### src/rtl/pirdsp_simd_unpack.sv
// Unpacks a packed DSP P word into 1, 2 or 4 extended lane results,
// emitted one lane per cycle over a valid/ready stream.
module pirdsp_simd_unpack #(
    parameter int P_W   = 48,
    parameter int TAG_W = 4
) (
    input  logic             clk,
    input  logic             rst_n,
    input  logic             in_valid,
    output logic             in_ready,
    input  logic [P_W-1:0]   in_p,
    input  logic [1:0]       in_mode,
    input  logic             in_signed,
    input  logic [TAG_W-1:0] in_tag,
    output logic             out_valid,
    input  logic             out_ready,
    output logic [P_W-1:0]   out_data,
    output logic [1:0]       out_lane,
    output logic             out_last,
    output logic [TAG_W-1:0] out_tag,
    output logic             err_mode
);

    localparam int H = P_W / 2;
    localparam int Q = P_W / 4;

    typedef enum logic {S_IDLE, S_EMIT} state_t;

    state_t           r_state;
    logic [P_W-1:0]   r_p;
    logic [1:0]       r_mode;
    logic             r_signed;
    logic [TAG_W-1:0] r_tag;
    logic [1:0]       r_lane;
    logic             r_out_valid;
    logic [P_W-1:0]   r_out_data;
    logic             r_out_last;
    logic             r_err;

    logic             w_in_xfer;
    logic             w_out_xfer;
    logic [1:0]       w_in_mode;
    logic [1:0]       w_lane_nxt;

    function automatic logic [P_W-1:0] f_extract(input logic [P_W-1:0] p,
                                                 input logic [1:0] mode,
                                                 input logic sgn,
                                                 input logic [1:0] lane);
        logic [P_W-1:0] res;
        logic [H-1:0]   h;
        logic [Q-1:0]   q;
        h = lane[0] ? p[P_W-1:H] : p[H-1:0];
        case (lane)
            2'd0:    q = p[Q-1:0];
            2'd1:    q = p[2*Q-1:Q];
            2'd2:    q = p[3*Q-1:2*Q];
            default: q = p[P_W-1:3*Q];
        endcase
        case (mode)
            2'd1:    res = {{H{sgn & h[H-1]}}, h};
            2'd2:    res = {{(P_W-Q){sgn & q[Q-1]}}, q};
            default: res = p;
        endcase
        return res;
    endfunction

    function automatic logic [1:0] f_last_lane(input logic [1:0] mode);
        case (mode)
            2'd1:    return 2'd1;
            2'd2:    return 2'd3;
            default: return 2'd0;
        endcase
    endfunction

    // Illegal mode 3 is folded into single-lane handling at the input.
    assign w_in_mode  = (in_mode == 2'd3) ? 2'd0 : in_mode;
    assign in_ready   = rst_n && (!r_out_valid || (out_ready && r_out_last));
    assign w_in_xfer  = in_valid && in_ready;
    assign w_out_xfer = r_out_valid && out_ready;
    assign w_lane_nxt = r_lane + 2'd1;

    always_ff @(posedge clk or negedge rst_n) begin
        if (!rst_n) begin
            r_state     <= S_IDLE;
            r_p         <= '0;
            r_mode      <= 2'd0;
            r_signed    <= 1'b0;
            r_tag       <= '0;
            r_lane      <= 2'd0;
            r_out_valid <= 1'b0;
            r_out_data  <= '0;
            r_out_last  <= 1'b0;
            r_err       <= 1'b0;
        end else begin
            if (w_in_xfer && in_mode == 2'd3)
                r_err <= 1'b1;
            case (r_state)
                S_IDLE: begin
                    if (w_in_xfer) begin
                        r_state     <= S_EMIT;
                        r_p         <= in_p;
                        r_mode      <= w_in_mode;
                        r_signed    <= in_signed;
                        r_tag       <= in_tag;
                        r_lane      <= 2'd0;
                        r_out_valid <= 1'b1;
                        r_out_data  <= f_extract(in_p, w_in_mode, in_signed, 2'd0);
                        r_out_last  <= (f_last_lane(w_in_mode) == 2'd0);
                    end
                end
                S_EMIT: begin
                    // An input transfer here implies the last lane is leaving.
                    if (w_in_xfer) begin
                        r_p         <= in_p;
                        r_mode      <= w_in_mode;
                        r_signed    <= in_signed;
                        r_tag       <= in_tag;
                        r_lane      <= 2'd0;
                        r_out_data  <= f_extract(in_p, w_in_mode, in_signed, 2'd0);
                        r_out_last  <= (f_last_lane(w_in_mode) == 2'd0);
                    end else if (w_out_xfer) begin
                        if (!r_out_last) begin
                            r_lane     <= w_lane_nxt;
                            r_out_data <= f_extract(r_p, r_mode, r_signed, w_lane_nxt);
                            r_out_last <= (f_last_lane(r_mode) == w_lane_nxt);
                        end else begin
                            r_state     <= S_IDLE;
                            r_out_valid <= 1'b0;
                        end
                    end
                end
                default: r_state <= S_IDLE;
            endcase
        end
    end

    assign out_valid = r_out_valid;
    assign out_data  = r_out_data;
    assign out_lane  = r_lane;
    assign out_last  = r_out_last;
    assign out_tag   = r_tag;
    assign err_mode  = r_err;

endmodule

### config.mk
export PLATFORM = sky130hd
export DESIGN_NAME = pirdsp_simd_unpack
export DESIGN_NICKNAME = d
export VERILOG_FILES = /design/src/rtl/pirdsp_simd_unpack.sv
export SDC_FILE = /design/constraint.sdc
export NUM_CORES = 1
export LEC_CHECK = 0
export ABC_AREA = 1
export CORE_ASPECT_RATIO = 0.6
export CORE_MARGIN = 2
export CORE_UTILIZATION = 55
export DETAILED_ROUTE_END_ITERATION = 8
export PLACE_DENSITY_LB_ADDON = 0.25
export SLEW_MARGIN = 40
export SYNTH_ARGS = -nofsm -noshare
export SYNTH_HDL_FRONTEND = slang
export SYNTH_SLANG_ARGS = --single-unit
### constraint.sdc
create_clock -name clk -period 5.05 [get_ports clk]
set_input_delay 1.2625 -clock clk [delete_from_list [all_inputs] [get_ports clk]]
set_output_delay 1.2625 -clock clk [all_outputs]
set_load 0.05 [all_outputs]
==> results of run 1 <==
## worst paths after layout
path | cells past startpoint | from | endpoint
max | 6 | out_ready | in_ready
min | 2 | out_data[13] | out_data[13]
max reg2reg | 9 | out_lane[0] | out_data[32]
min reg2reg | 2 | out_data[13] | out_data[13]
max in group asynchronous | 3 | rst_n | out_lane[0]
min in group asynchronous | 2 | rst_n | out_tag[2]
## sequential cells by signal, summed over array words and instances, names as in the netlist
signal,flops
r_p,48
out_data,48
out_valid,1
out_lane,2
r_state,1
err_mode,1
out_tag,4
r_signed,1
out_last,1
r_mode,2
## power by group
part / total, W / leakage, nW / switching [W] / internal, W
Combinational: 0.00145 / 2.77 / 0.000959 / 0.000488
Sequential: 0.00118 / 1.34 / 0.000147 / 0.00104
Clock: 0.000737 / 0.146 / 0.000343 / 0.000394
## kinds of logic (layout without fill, tap and decap cells)
logic type | after synthesis | after routing | share of synthesized area [%]
simple gates | 633 | 633 | 37.8
buf+inv | 147 | 229 | 9.74
compound gates | 119 | 119 | 9.21
flops | 109 | 109 | 41.1
fa+ha+maj | 10 | 10 | 1.89
xor+xnor | 2 | 2 | 0.264
## final cells by class
cell class,instances,area share (%)
Sequential cell,109,33.7
Inverter,87,4.03
Tap cell,165,2.55
Multi-Input combinational cell,764,40.5
Clock buffer,10,2.82
Clock inverter,6,0.926
Timing Repair Buffer,126,15.6
## tightest hold or removal path, delay by kind of cell, from the launching register on
kind / cells / cell delay [ps]
AND/OR/NAND/NOR: 2 / 110
flip-flops: 1 / 340
## through the flow
| step | instances | hold WS (ps) | util (%) | cell area, sq um | power, W |
|---|---|---|---|---|---|
| finish | 1267 | 483 | 68.1 | 8110 | 0.00337 |
| global route | 1267 | 500 | 68.1 | 8110 | 0.00357 |
| CTS | 1267 | 486 | 68.1 | 8110 | 0.00337 |
| detailed placement | 1251 | 462 | 65.5 | 7800 | 0.00262 |
| global placement | 1251 | 465 | 65.4 | 7790 | 0.00260 |
| floorplan | 1020 | 475 | - | 6630 | 0.00216 |
## layout by cell type (no fill, tap or decap), drive strengths merged, types with 11 or more instances in the layout
master	netlist	layout
a21oi	70	70
buf	41	11
clkdlybuf4s50	0	115
dfrtp	109	109
inv	77	81
nand2	513	513
nand3	15	15
nand3b	24	24
nor2	78	78
o21ai	46	46
## layer usage
layer  vias up  wire length, um
met4         0              158
li1       3254                -
met1      3006             8590
met5         -                0
met2       277             7630
met3        19             1870
==> impl_metrics.env, run 1 <==
export IMPL_status="finished clean"
export IMPL_antenna_found_initial=0
export IMPL_layout_min_cycle_time_ps=4110
export IMPL_cp_data_required_time_ps=3790
export IMPL_regArea_sq_um=2730
export IMPL_vias=6556
export IMPL_num_antenna_cells=0
export IMPL_initial_core_util_pct=55.7
export IMPL_syn_nets=1089
export IMPL_syn_area_per_cell_sq_um=6.50
export IMPL_via_per_inst=5.17
export IMPL_worstMarginPinSlew_ps=728
export IMPL_row_count=31
export IMPL_synth_area_sq_um=6630
export IMPL_slew_limit_headroom_pct=51.4
export IMPL_critPathBufInv=3
export IMPL_yosysSeqAreaShare_pct=41.1
export IMPL_die_h_um=89.1
export IMPL_hold_path_class="reg2reg"
export IMPL_final_period_utilization_pct=81.4
export IMPL_crit_fanout=3
export IMPL_grt_pass1_vias=6009
export IMPL_setup_slack_ps=937
export IMPL_final_nets=1166
export IMPL_r2r_slack_ps=2200
export IMPL_fp_dieArea_sq_um=13000
export IMPL_grt_pass1_wl_um=30200
export IMPL_synthArstFlopShare_pct=100
export IMPL_initialDrtViolationCount=669
export IMPL_cp_arrival_ps=2850
export IMPL_post_place_ws_ps=937
export IMPL_worst_path_dominant_cell_family="buffers and inverters"
export IMPL_grt_busiest_layer="met2"
export IMPL_synth_edff_count=0
export IMPL_dp_hpwl_um=12500
export IMPL_grt_max_degree=74
export IMPL_rsz0062_at_grt="no"
export IMPL_h_tree_depth=3
export IMPL_port_buffers=116
export IMPL_cpPeakStageDelay_ps=800
export IMPL_clock_latency_ps=360
export IMPL_multi_input_area_sq_um=3280
export IMPL_grt_use_total_pct=29.1
export IMPL_fillers=1067
export IMPL_cts_root_buf="clkbuf_16"
export IMPL_cts_clk_slew_worst_paths_ps=70
export IMPL_synthFlopType="dfrtp_1"
export IMPL_use_met1_pct=42.5
export IMPL_worstSetupStartpointType="input port"
export IMPL_cts_buffer_depth=2
export IMPL_synth_top_cells_by_count="nand2_1, dfrtp_1, nor2_1"
export IMPL_yosysTopAreaCell="dfrtp_1"
export IMPL_drt_pass1_iterations=7
export IMPL_cts_sinks=109
export IMPL_ys_top_cells_by_area="dfrtp_1, nand2_1, a21oi_1, nor2_1, o21ai_0"
export IMPL_synthCells=1020
export IMPL_p_leak_nw=4.26
export IMPL_max_freq_mhz=243
export IMPL_cts_setup_buffers=0
export IMPL_cp_slowest_cell="clkdlybuf4s50_1"
export IMPL_setup_viol=0
export IMPL_criticalPathCategory="in2out"
export IMPL_grt_util_met2_pct=44.1
export IMPL_netlist_area_leader_share_pct=41.1
export IMPL_area_growth_syn_to_layout_pct=22.3
export IMPL_final_setup_skew_ps=13.0
export IMPL_path_cells="clkdlybuf4s50_1, nand2_1, nand2_1, inv_1, nor2_1, clkdlybuf4s50_1"
export IMPL_hold_buffers=0
export IMPL_drive_gt1_share_pct=5.72
export IMPL_cts_resized=0
export IMPL_synth_most_common_cell="nand2_1"
export IMPL_overflow=0
export IMPL_io_pins=117
export IMPL_fin_setup_tns_ps=0
export IMPL_powerDensity_nw_per_um2=415
export IMPL_synth_distinct_cells=25
export IMPL_core_sq_um=11900
export IMPL_ir_drop_uv=197
export IMPL_yosys_warnings=0
export IMPL_slew_violations=0
export IMPL_ant_nets=0
export IMPL_hold_violations=0
export IMPL_drc_errors=0
export IMPL_die_width_um=146
export IMPL_endpoint_kind="primary output"
export IMPL_cts_buffers=9
export IMPL_routabilityCongestion=0.883
export IMPL_max_cap_viol_count=0
export IMPL_drt_total_wl_um=18300
export IMPL_cts_tree="done"
export IMPL_ys_ff_latch=109
export IMPL_use_met3_pct=7.30
export IMPL_wl_per_cell_um=14.4
Note: power is estimated with default switching activity, not from simulation.
==> inputs of run 2 (changes only) <==
--- a/config.mk
+++ b/config.mk
@@ -8,7 +8,7 @@
 export ABC_AREA = 1
 export CORE_ASPECT_RATIO = 0.6
 export CORE_MARGIN = 2
-export CORE_UTILIZATION = 55
+export CORE_UTILIZATION = 54
 export DETAILED_ROUTE_END_ITERATION = 8
 export PLACE_DENSITY_LB_ADDON = 0.25
 export SLEW_MARGIN = 40
==> constraint.sdc (replaced) <==
create_clock -name clk -period 4 [get_ports clk]
set_input_delay 1 -clock clk [delete_from_list [all_inputs] [get_ports clk]]
set_output_delay 1 -clock clk [all_outputs]
set_load 0.05 [all_outputs]
==> run 2 against run 1 <==
Against the previous run: design area increased by 0.25%; non-clock buffer count grew 6; first-iteration DRC count increased by 19%; die area rose by 1.8%; clock-buffer cell count is 1 lower; total power up 24%; via count up 2.0%; highest routed layer unchanged; clock skew is 5.3 ps lower; largest cell class unchanged.
==> impl_metrics.env, run 2 (synthesis gave the netlist of run 1 again) <==
export IMPL_hold_violations=0
export IMPL_reg2reg_depth=10
export IMPL_timing_hold_ws_ps=482
export IMPL_cts_sinks=109
export IMPL_io_pins=117
export IMPL_status="finished clean"
export IMPL_wl_per_cell_um=14.6
export IMPL_grt_max_degree=82
export IMPL_hold_end="out_data[14]"
export IMPL_final_nets=1172
export IMPL_p_leak_nw=4.28
export IMPL_die_h_um=89.8
export IMPL_core_sq_um=12000
export IMPL_ant_nets=0
export IMPL_routabilityCongestion=0.951
export IMPL_drt_total_wl_um=18600
export IMPL_r2r_slack_ps=1200
export IMPL_final_cell_mix="nand2_1, clkdlybuf4s50_1, dfrtp_1"
export IMPL_setup_slack_ps=382
export IMPL_layout_min_cycle_time_ps=3620
export IMPL_fp_dieArea_sq_um=13200
export IMPL_clock_latency_ps=350
export IMPL_cts_tree="done"
export IMPL_overflow=0
export IMPL_port_buffers=116
export IMPL_cp_data_required_time_ps=3000
export IMPL_rsz0062_at_grt="no"
export IMPL_grt_use_total_pct=28.9
export IMPL_fin_cells=1272
export IMPL_r2r_end="out_data[41]"
export IMPL_slew_violations=0
export IMPL_max_freq_mhz=276
export IMPL_hold_depth=2
export IMPL_fin_setup_tns_ps=0
export IMPL_worstSetupStartpointType="input port"
export IMPL_final_period_utilization_pct=90.5
export IMPL_final_setup_skew_ps=7.66
export IMPL_worstMarginPinSlew_ps=820
export IMPL_r2r_start="out_lane[0]"
export IMPL_cts_resized=0
export IMPL_via_per_inst=5.26
export IMPL_cp_arrival_ps=2620
export IMPL_initial_core_util_pct=55.2
export IMPL_ir_drop_uv=267
export IMPL_drive_gt1_share_pct=5.96
export IMPL_cts_buffer_depth=2
export IMPL_hp_start="out_data[14]"
export IMPL_grt_pass1_wl_um=30900
export IMPL_num_antenna_cells=0
export IMPL_cts_root_buf="clkbuf_16"
export IMPL_hold_path_class="reg2reg"
export IMPL_total_power_w=0.00418
export IMPL_placedCellCount=1256
export IMPL_antenna_found_initial=0
export IMPL_grt_pass1_vias=6179
export IMPL_initialDrtViolationCount=799
export IMPL_endpoint_kind="primary output"
export IMPL_h_tree_depth=3
export IMPL_setup_viol=0
export IMPL_slew_limit_headroom_pct=45.1
export IMPL_post_place_ws_ps=399
export IMPL_row_count=31
export IMPL_drc_errors=0
export IMPL_criticalPathCategory="in2out"
export IMPL_final_common_cell="nand2_1"
export IMPL_crit_fanout=3
export IMPL_area_growth_syn_to_layout_pct=22.6
export IMPL_dp_hpwl_um=12800
export IMPL_cts_clk_slew_worst_paths_ps=70
export IMPL_hold_buffers=0
export IMPL_cts_setup_buffers=0
export IMPL_vias=6687
export IMPL_powerDensity_nw_per_um2=515
export IMPL_drt_pass1_iterations=5
export IMPL_cts_buffers=9
export IMPL_max_cap_viol_count=0
export IMPL_die_width_um=147
## run 2: metrics by stage
stage               utilization (%)  cell area, sq um
floorplan                         -              6630
global placement               65.1              7820
detailed placement             65.1              7830
CTS                            67.4              8100
global route                   67.6              8130
finish                         67.6              8130
## run 2: power by group
part           total (W)  internal (W)  switching, W  leakage [nW]
registers        0.00148       0.00131      0.000174          1.34
clock network   0.000848      0.000425      0.000423         0.128
logic            0.00185      0.000621       0.00123          2.81
## run 2: worst max-delay path by stage
| stage | depth (start not counted) | startpoint | endpoint |
|---|---|---|---|
| after floorplan | 4 | out_ready | in_ready |
| after global placement | 6 | out_ready | in_ready |
| after detailed placement | 6 | out_ready | in_ready |
| after CTS | 6 | out_ready | in_ready |
| after global routing | 6 | out_ready | in_ready |
| final | 6 | out_ready | in_ready |
## run 2: final cells by class
cell class,count,area (sq um)
clock buffer,9,225
clock inverter,6,50.0
fill,1054,3890
inverter,87,327
multi-input combinational,764,3270
sequential,109,2730
tap,165,206
timing repair buffer,132,1330
## run 2: critical path, cell delays in order
cell and delay (ps):
clkdlybuf4s50_1 510, nand2_1 60, nand2_1 90, inv_1 60, nor2_1 90, clkdlybuf4s50_1 810
## run 2: routing by layer
layer	share of wire (%)	up-vias	track usage (%)
met5	0	-	0
met4	1.3	0	6.17
met3	9.5	35	5.23
met2	43	308	41.3
met1	47	3087	45.5
li1	-	3257	-
